## config.mk

```make
export PLATFORM = sky130hd
export DESIGN_NAME = nts_rx_buffer_arbiter
export DESIGN_NICKNAME = d
export VERILOG_FILES = /design/src/rtl/nts_rx_buffer_arbiter.sv
export SDC_FILE = /design/constraint.sdc
export NUM_CORES = 1
export LEC_CHECK = 0
export BUFFER_PORTS_ARGS = -buffer_cell sky130_fd_sc_hd__buf_2
export CAP_MARGIN = 5
export CORE_MARGIN = 10
export CORE_UTILIZATION = 46
export DETAILED_ROUTE_END_ITERATION = 6
export GPL_TIMING_DRIVEN = 0
export PLACE_DENSITY = 0.8
export SYNTH_ARGS = -nofsm -noshare
export SYNTH_HDL_FRONTEND = slang
export SYNTH_SLANG_ARGS = --single-unit
```

## constraint.sdc

```tcl
create_clock -name i_clk -period 2.1 [get_ports i_clk]
set_input_delay 0.42 -clock i_clk [delete_from_list [all_inputs] [get_ports i_clk]]
set_output_delay 0.42 -clock i_clk [all_outputs]
set_load 0.01 [all_outputs]
```

## src/rtl/nts_rx_buffer_arbiter.sv

```systemverilog
// rtl/nts_rx_buffer_arbiter.sv - two-requester round-robin arbiter for the nts_rx_buffer read port
//
// Purpose:
//   Serialises reads from the header parser (requester 0) and the
//   crypto/extension engine (requester 1) onto the single buffer access
//   port. Sequences the rd_en / wait / rd_dv handshake, routes the returned
//   word to the granted requester, and aborts reads the buffer never
//   completes with an error response.
//
// Ports:
//   i_clk, i_areset_n          clock, asynchronous active-low reset
//   i_clear                    synchronous flush; drops any in-flight read
//   i_reqN/i_addrN/i_wordsizeN requester N level request, byte address, size code
//   o_dvN/o_errN               requester N one-cycle response pulse, timeout flag
//   o_rd_data                  shared response data, valid with o_dv0/o_dv1
//   o_busy                     high whenever the arbiter is not idle
//   i_access_port_wait         buffer busy; no new grant while high
//   o_access_port_addr/_wordsize/_rd_en   read command to the buffer
//   i_access_port_rd_dv/_rd_data          read response from the buffer

module nts_rx_buffer_arbiter #(
  parameter int ADDR_WIDTH = 8,
  parameter int TIMEOUT    = 64
) (
  input  logic                  i_clk,
  input  logic                  i_areset_n,
  input  logic                  i_clear,

  input  logic                  i_req0,
  input  logic [ADDR_WIDTH+2:0] i_addr0,
  input  logic [2:0]            i_wordsize0,
  output logic                  o_dv0,
  output logic                  o_err0,

  input  logic                  i_req1,
  input  logic [ADDR_WIDTH+2:0] i_addr1,
  input  logic [2:0]            i_wordsize1,
  output logic                  o_dv1,
  output logic                  o_err1,

  output logic [63:0]           o_rd_data,
  output logic                  o_busy,

  input  logic                  i_access_port_wait,
  output logic [ADDR_WIDTH+2:0] o_access_port_addr,
  output logic [2:0]            o_access_port_wordsize,
  output logic                  o_access_port_rd_en,
  input  logic                  i_access_port_rd_dv,
  input  logic [63:0]           i_access_port_rd_data
);

  localparam int CNT_W = $clog2(TIMEOUT) + 1;
  localparam logic [CNT_W-1:0] CNT_LAST = CNT_W'(TIMEOUT - 1);

  typedef enum logic [1:0] {
    S_IDLE  = 2'd0,
    S_ISSUE = 2'd1,
    S_WAIT  = 2'd2,
    S_RESP  = 2'd3
  } state_t;

  state_t                state_q, state_d;
  logic [CNT_W-1:0]      cnt_q, cnt_d;
  logic                  last_grant_q, last_grant_d;
  logic                  grant_q, grant_d;
  logic [ADDR_WIDTH+2:0] addr_q, addr_d;
  logic [2:0]            wordsize_q, wordsize_d;
  logic                  rd_en_q, rd_en_d;
  logic                  dv0_q, dv0_d;
  logic                  dv1_q, dv1_d;
  logic                  err0_q, err0_d;
  logic                  err1_q, err1_d;
  logic [63:0]           rd_data_q, rd_data_d;
  logic                  busy_q, busy_d;
  logic                  pick;

  always_comb begin
    state_d      = state_q;
    cnt_d        = cnt_q;
    last_grant_d = last_grant_q;
    grant_d      = grant_q;
    addr_d       = addr_q;
    wordsize_d   = wordsize_q;
    rd_data_d    = rd_data_q;
    rd_en_d      = 1'b0;
    dv0_d        = 1'b0;
    dv1_d        = 1'b0;
    err0_d       = 1'b0;
    err1_d       = 1'b0;
    pick         = 1'b0;

    case (state_q)
      S_IDLE: begin
        if (!i_access_port_wait && (i_req0 || i_req1)) begin
          // On contention the requester that was not served last wins.
          if (i_req0 && i_req1) begin
            pick = ~last_grant_q;
          end else begin
            pick = i_req1;
          end
          grant_d      = pick;
          last_grant_d = pick;
          addr_d       = pick ? i_addr1 : i_addr0;
          wordsize_d   = pick ? i_wordsize1 : i_wordsize0;
          rd_en_d      = 1'b1;
          state_d      = S_ISSUE;
        end
      end

      S_ISSUE: begin
        cnt_d   = '0;
        state_d = S_WAIT;
      end

      S_WAIT: begin
        // A response arriving on the last allowed cycle still wins over the timeout.
        if (i_access_port_rd_dv) begin
          rd_data_d = i_access_port_rd_data;
          dv0_d     = ~grant_q;
          dv1_d     = grant_q;
          state_d   = S_RESP;
        end else if (cnt_q == CNT_LAST) begin
          rd_data_d = '0;
          dv0_d     = ~grant_q;
          dv1_d     = grant_q;
          err0_d    = ~grant_q;
          err1_d    = grant_q;
          state_d   = S_RESP;
        end else begin
          cnt_d = cnt_q + CNT_W'(1);
        end
      end

      S_RESP: begin
        state_d = S_IDLE;
      end

      default: begin
        state_d = S_IDLE;
      end
    endcase

    // Flush drops the in-flight read silently; the last address and data stay visible.
    if (i_clear) begin
      state_d      = S_IDLE;
      cnt_d        = '0;
      last_grant_d = 1'b1;
      grant_d      = grant_q;
      addr_d       = addr_q;
      wordsize_d   = wordsize_q;
      rd_data_d    = rd_data_q;
      rd_en_d      = 1'b0;
      dv0_d        = 1'b0;
      dv1_d        = 1'b0;
      err0_d       = 1'b0;
      err1_d       = 1'b0;
    end

    busy_d = (state_d != S_IDLE);
  end

  always_ff @(posedge i_clk or negedge i_areset_n) begin
    if (!i_areset_n) begin
      state_q      <= S_IDLE;
      cnt_q        <= '0;
      last_grant_q <= 1'b1;
      grant_q      <= 1'b0;
      addr_q       <= '0;
      wordsize_q   <= '0;
      rd_en_q      <= 1'b0;
      dv0_q        <= 1'b0;
      dv1_q        <= 1'b0;
      err0_q       <= 1'b0;
      err1_q       <= 1'b0;
      rd_data_q    <= '0;
      busy_q       <= 1'b0;
    end else begin
      state_q      <= state_d;
      cnt_q        <= cnt_d;
      last_grant_q <= last_grant_d;
      grant_q      <= grant_d;
      addr_q       <= addr_d;
      wordsize_q   <= wordsize_d;
      rd_en_q      <= rd_en_d;
      dv0_q        <= dv0_d;
      dv1_q        <= dv1_d;
      err0_q       <= err0_d;
      err1_q       <= err1_d;
      rd_data_q    <= rd_data_d;
      busy_q       <= busy_d;
    end
  end

  assign o_dv0                  = dv0_q;
  assign o_err0                 = err0_q;
  assign o_dv1                  = dv1_q;
  assign o_err1                 = err1_q;
  assign o_rd_data              = rd_data_q;
  assign o_busy                 = busy_q;
  assign o_access_port_addr     = addr_q;
  assign o_access_port_wordsize = wordsize_q;
  assign o_access_port_rd_en    = rd_en_q;

endmodule

```

### Word-level counts from Yosys, hierarchy flattened

Cells that the tools add are included.
W data, S select, Z words.

| word-level totals | value |
|---|---|
| memories | 0 |
| bits in latches | 0 |
| logic and storage cells | 73 |
| memory bits (writable) | 0 |
| register bits after elaboration | 95 |
| ROM bits | 0 |

| operators by class | value |
|---|---|
| mux-type cells | 36 |
| $lt $le $gt $ge | 0 |
| bitwise gates (word level) | 3 |
| equal/unequal tests | 6 |
| reductions and logical operators | 14 |
| shifts and indexed selects | 0 |
| div/mod/pow operators | 0 |
| multipliers | 0 |
| $add $sub $neg | 1 |

Operator list:

| cell | count |
|---|---|
| $mux W64 | 2 |
| $mux W1 | 23 |
| $mux W7 | 3 |
| $pmux W7 S2 | 1 |
| $mux W11 | 1 |
| $reduce_and A3 Y1 | 3 |
| $mux W2 | 4 |
| $pmux W2 S4 | 1 |
| $reduce_bool A2 Y1 | 4 |
| $add A7 B1 Y7 const B | 1 |
| $eq A7 B6 Y1 const B | 1 |
| $ne A3 B3 Y1 const B | 2 |
| $eq A2 B2 Y1 const B | 2 |
| $mux W3 | 1 |
| $not A1 Y1 | 3 |
| $reduce_bool A3 Y1 | 1 |
| $eq A2 B1 Y1 const B | 1 |
| $logic_and A1 B1 Y1 | 2 |
| $logic_not A2 Y1 | 1 |
| $reduce_and A2 Y1 | 1 |
| $logic_not A1 Y1 | 1 |
| $logic_or A1 B1 Y1 | 1 |

### Logic depth before layout (Yosys ltp)

| depth | value |
|---|---|
| word-level depth | 7 |
| gate-level depth with buffers | 8 |
| gate-level depth less buffers | 6 |

### Worst setup path before layout

OpenSTA, ideal clock, no wires.

| timing | value |
|---|---|
| path type | flip-flop to flip-flop |
| start | reg cnt_q[0] |
| end | reg rd_data_q[0], in the netlist o_rd_data[0] |
| library setup time | 0.121 ns |
| arrival | 1.399 ns |
| setup slack | 0.580 ns |
| stages on the path, launching flop included | 8 |
| period minus slack after synthesis | 1.520 ns |
| required time | 1.979 ns |
| path through | dfrtp_1 -> ha_1 -> nand3_2 -> nor2_4 -> o21ai_2 -> buf_6 -> buf_6 -> a22o_1 |

| on the way | value |
|---|---|
| longest elaborated chain between the ends | 3 |

Ends and longest elaborated chain:

| what | line | source |
|---|---|---|
| start, declared | 63 | `logic [CNT_W-1:0] cnt_q, cnt_d;` |
| start signal, assigned | 179 | `cnt_q <= cnt_d;` |
| $eq A7 B6 Y1 | 122 | `end else if (cnt_q == CNT_LAST) begin` |
| $reduce_bool A2 Y1 (no source line) | - |  |
| $reduce_and A3 Y1 (no source line) | - |  |
| end signal, assigned | 189 | `rd_data_q <= rd_data_d;` |
| end, declared | 73 | `logic [63:0] rd_data_q, rd_data_d;` |

Every way passes these cells.
A chain may end at the register's enable or synchronous reset.

### Final worst setup path

| timing | value |
|---|---|
| start | reg state_q[0] |
| end | reg rd_data_q[27], in the netlist o_rd_data[27] |

| on the way | value |
|---|---|
| longest elaborated chain between the ends | 2 |

Ends and longest elaborated chain:

| what | line | source |
|---|---|---|
| start, declared | 62 | `state_t state_q, state_d;` |
| start signal, assigned | 178 | `state_q <= state_d;` |
| $eq A2 B2 Y1 | 92 | `case (state_q)` |
| $reduce_and A3 Y1 (no source line) | - |  |

Every way passes these cells.

==> impl_results.md <==
- Run status: complete, no violations
- # placed instances: 569
- DR vias/cell: 5.18
- Post-synth top area share: 63.2%
- Post-Layout Cell Count: 585
- Number of clock sinks: 95
- Final setup fails: 0
- Post-synth EDFFs: 0
- Post-Place Setup Slack: 0.273 ns
- I/O pins: 183
- Wire per inst: 18.2 um
- Logic pwr share: 37.0%
- Most numerous cell in the Yosys netlist: dfrtp_1
- Area delta synth->final: 34.9%
- Worst-margin pin slew: 0.546 ns
- Port Buffers: 182
- Core Box Area: 0.00781 sq mm
- Cts repair resizes: 0
- Final Instance Area: 0.00502 sq mm
- DR DRC count: 0
- DRT Pass-1 Iters: 4
- Sw frac: 34.6%
- Starting Density: 47.7%
- Minimum clock period after layout: 1.84 ns
- CTS max path bufs: 2
- Global-route wire length before repair: 16.6 mm
- Initial antenna violation count: 0
- Clock root buffer: clkbuf_8
- Peak supply drop: 0.636 mV
- Worst clock skew: 0.0163 ns
- Nets: 581
- Crit-path cells: inv_1 -> ha_1 -> inv_1 -> nor2_1 -> and2_1 -> buf_2 -> buf_2 -> a22o_1
- Die area: 0.0121 sq mm
- Yosys cell types: 37
- Reg2Reg Depth: 8
- Worst setup EP type: register
- CTS Hold Bufs: 0
- Syn avg cell area: 13.1 sq um
- Number of global-route vias before repair: 3316
- Post-DRT Antenna Nets: 0
- Switch Pwr: 0.00243 W
- Die height: 110 um
- WP buf/inv: 4
- Fin. Hold Viols: 0
- PD cells: 1400 mW/mm^2
- Layout cell share with drive strength beyond 1: 45.5%
- HP Class: in2async
- Crit Reg-Reg Endpoint: o_rd_data[27]
- Kind of critical path: reg2reg
- FF-to-FF Start: state_q[0]
- Site row count: 32
- Worst hold slack: 0.0229 ns
- Leak: 2.62 nW
- Cell taking the most area after synthesis: dfrtp_1
- Area of placed instances: 0.00479 sq mm
- CTS buffer count: 9
- Crit path largest cell delay: 0.42 ns
- Seq/Total Area, Yosys: 63.9%
- YS warnings: 0
- Worst Path Arrival: 2.12 ns
- Width of the die: 110 um
- Number of antenna cells inserted: 0
- Reg clk slew, reported paths: 0.11 ns
- Final period util: 87.7%
- Clock network latency to the later pin of the worst-skew pair: 0.35 ns
- Slew margin rel.: 63.2%
- Clock power frac: 19.6%
- Worst path required time: 2.38 ns
- Postcts setup bufs: 0
- Crit path max-delay family: buffers and inverters
- Post-Route WL: 10.7 mm
- Slowest-stage cell, CP: dfrtp_1
- Ys flop type: dfrtp_1
- Vias post-DR: 3032
- RSZ-0062 raised after global routing: no
- Synth Net Count: 387
- Synthesized area: 0.00372 sq mm
- Power Total: 0.00701 W
- Worst R2R Setup Slack: 0.26 ns
- Leading post-synthesis cells by instance count: 94 x dfrtp_1, 64 x a22o_1, 24 x nor2_1
- Routability Congestion: 0.779
- Worst setup margin: 0.259 ns
- GRT overflow: 0
- Largest cells by area after synthesis: dfrtp_1 63%, a22o_1 15%, mux2i_1 3.8%
- Max-cap violations: 0
- Internal: 0.00459 W
- Synth async-reset ratio: 100%
- Seq cells post-synth: 95
- Sequential share of power: 43.4%
- Critical-path maximum fanout: 10
- H-tree Lvls: 3
- Largest net degree at the start of global routing: 57
- Worst setup startpoint: state_q[0]
- CTS tree: built
- Synthesized instance count: 284
- Dpl hpwl: 8.34 mm
- CP startpoint kind: register
- FMAX: 543 MHz
- Total GRT Usage: 17.2%
- Slew Limit Fails: 0
- Initial DRC count: 105
==> per-layer routing <==
layer | up-vias | wire [um] | track usage (%)
met2 | 109 | 5430 | 29.7
met1 | 1486 | 4210 | 20.4
met4 | 0 | 92 | 4.83
met5 | - | 0 | 0
li1 | 1431 | - | -
met3 | 6 | 917 | 5.11
==> metrics by stage <==
stage	utilization [%]	TNS [ns]
final	64.3	0
after global routing	64.3	0
after CTS	64.3	0
after detailed placement	61.4	0
after global placement	61.0	-21.35
after floorplan	-	0
==> power by group through the flow <==
stage	Combinational [W]	Clock (W)	Sequential (W)
5_1_grt	0.00283	0.00149	0.00315
2_1_floorplan	0.00101	0	0.00343
3_5_place_dp	0.00265	0	0.00306
6_report	0.00260	0.00137	0.00304
4_1_cts	0.00266	0.00139	0.00304
3_3_place_gp	0.00257	0	0.00302
==> state kept, by name, indices dropped and copies added, names as in the netlist <==
name,flops
state_q,2
o_access_port_addr,11
grant_q,1
o_dv0,1
o_err1,1
last_grant_q,1
o_busy,1
o_dv1,1
o_access_port_rd_en,1
o_err0,1
o_rd_data,64
o_access_port_wordsize,3
cnt_q,7
==> cells by family (layout without fill, tap and decap cells) <==
family / after synthesis / in the layout / synth area share, %
compound gates: 96 / 96 / 20.1
flops: 95 / 95 / 63.9
simple gates: 50 / 50 / 6.82
buf+inv: 24 / 223 / 3.83
mux: 14 / 14 / 3.76
fa+ha+maj: 4 / 4 / 1.34
xor+xnor: 1 / 1 / 0.235
==> how the worst max path moves through the flow <==
stage | slack (ns) | depth (start not counted) | endpoint
after CTS | 0.24 | 6 | o_rd_data[38]
final | 0.26 | 8 | o_rd_data[27]
after floorplan | 0.58 | 7 | o_rd_data[0]
after detailed placement | 0.27 | 6 | o_rd_data[38]
after global placement | -0.23 | 1 | o_access_port_addr[10]
after global routing | 0.03 | 8 | o_rd_data[27]
==> placed cells by master (no fill, tap or decap), types with 2 or more instances in the layout <==
master,netlist,routed
buf_2,9,190
dfrtp_1,94,94
a22o_1,64,64
nor2_1,24,24
a21oi_1,18,18
mux2i_1,14,14
clkbuf_8,0,9
inv_1,5,5
buf_6,5,5
o21ai_0,5,5
clkbuf_1,4,4
nand2_1,4,4
ha_1,4,4
nand2b_1,3,3
nor3_1,3,3
and3_1,3,3
nand3b_1,2,2
nor3b_1,2,2
nand3_1,2,2
buf_4,1,2
inv_8,0,2
inv_6,0,2
bufinv_16,0,2
==> final cells by class <==
cell class	instances	area, sq um
Fill cell	628	2780
Sequential cell	95	2380
Multi-Input combinational cell	165	1200
Timing Repair Buffer	183	941
Tap cell	102	128
Clock buffer	9	124
Buffer	19	124
Clock inverter	7	108
Inverter	5	18.8
Note: power is estimated with default switching activity, not from simulation.
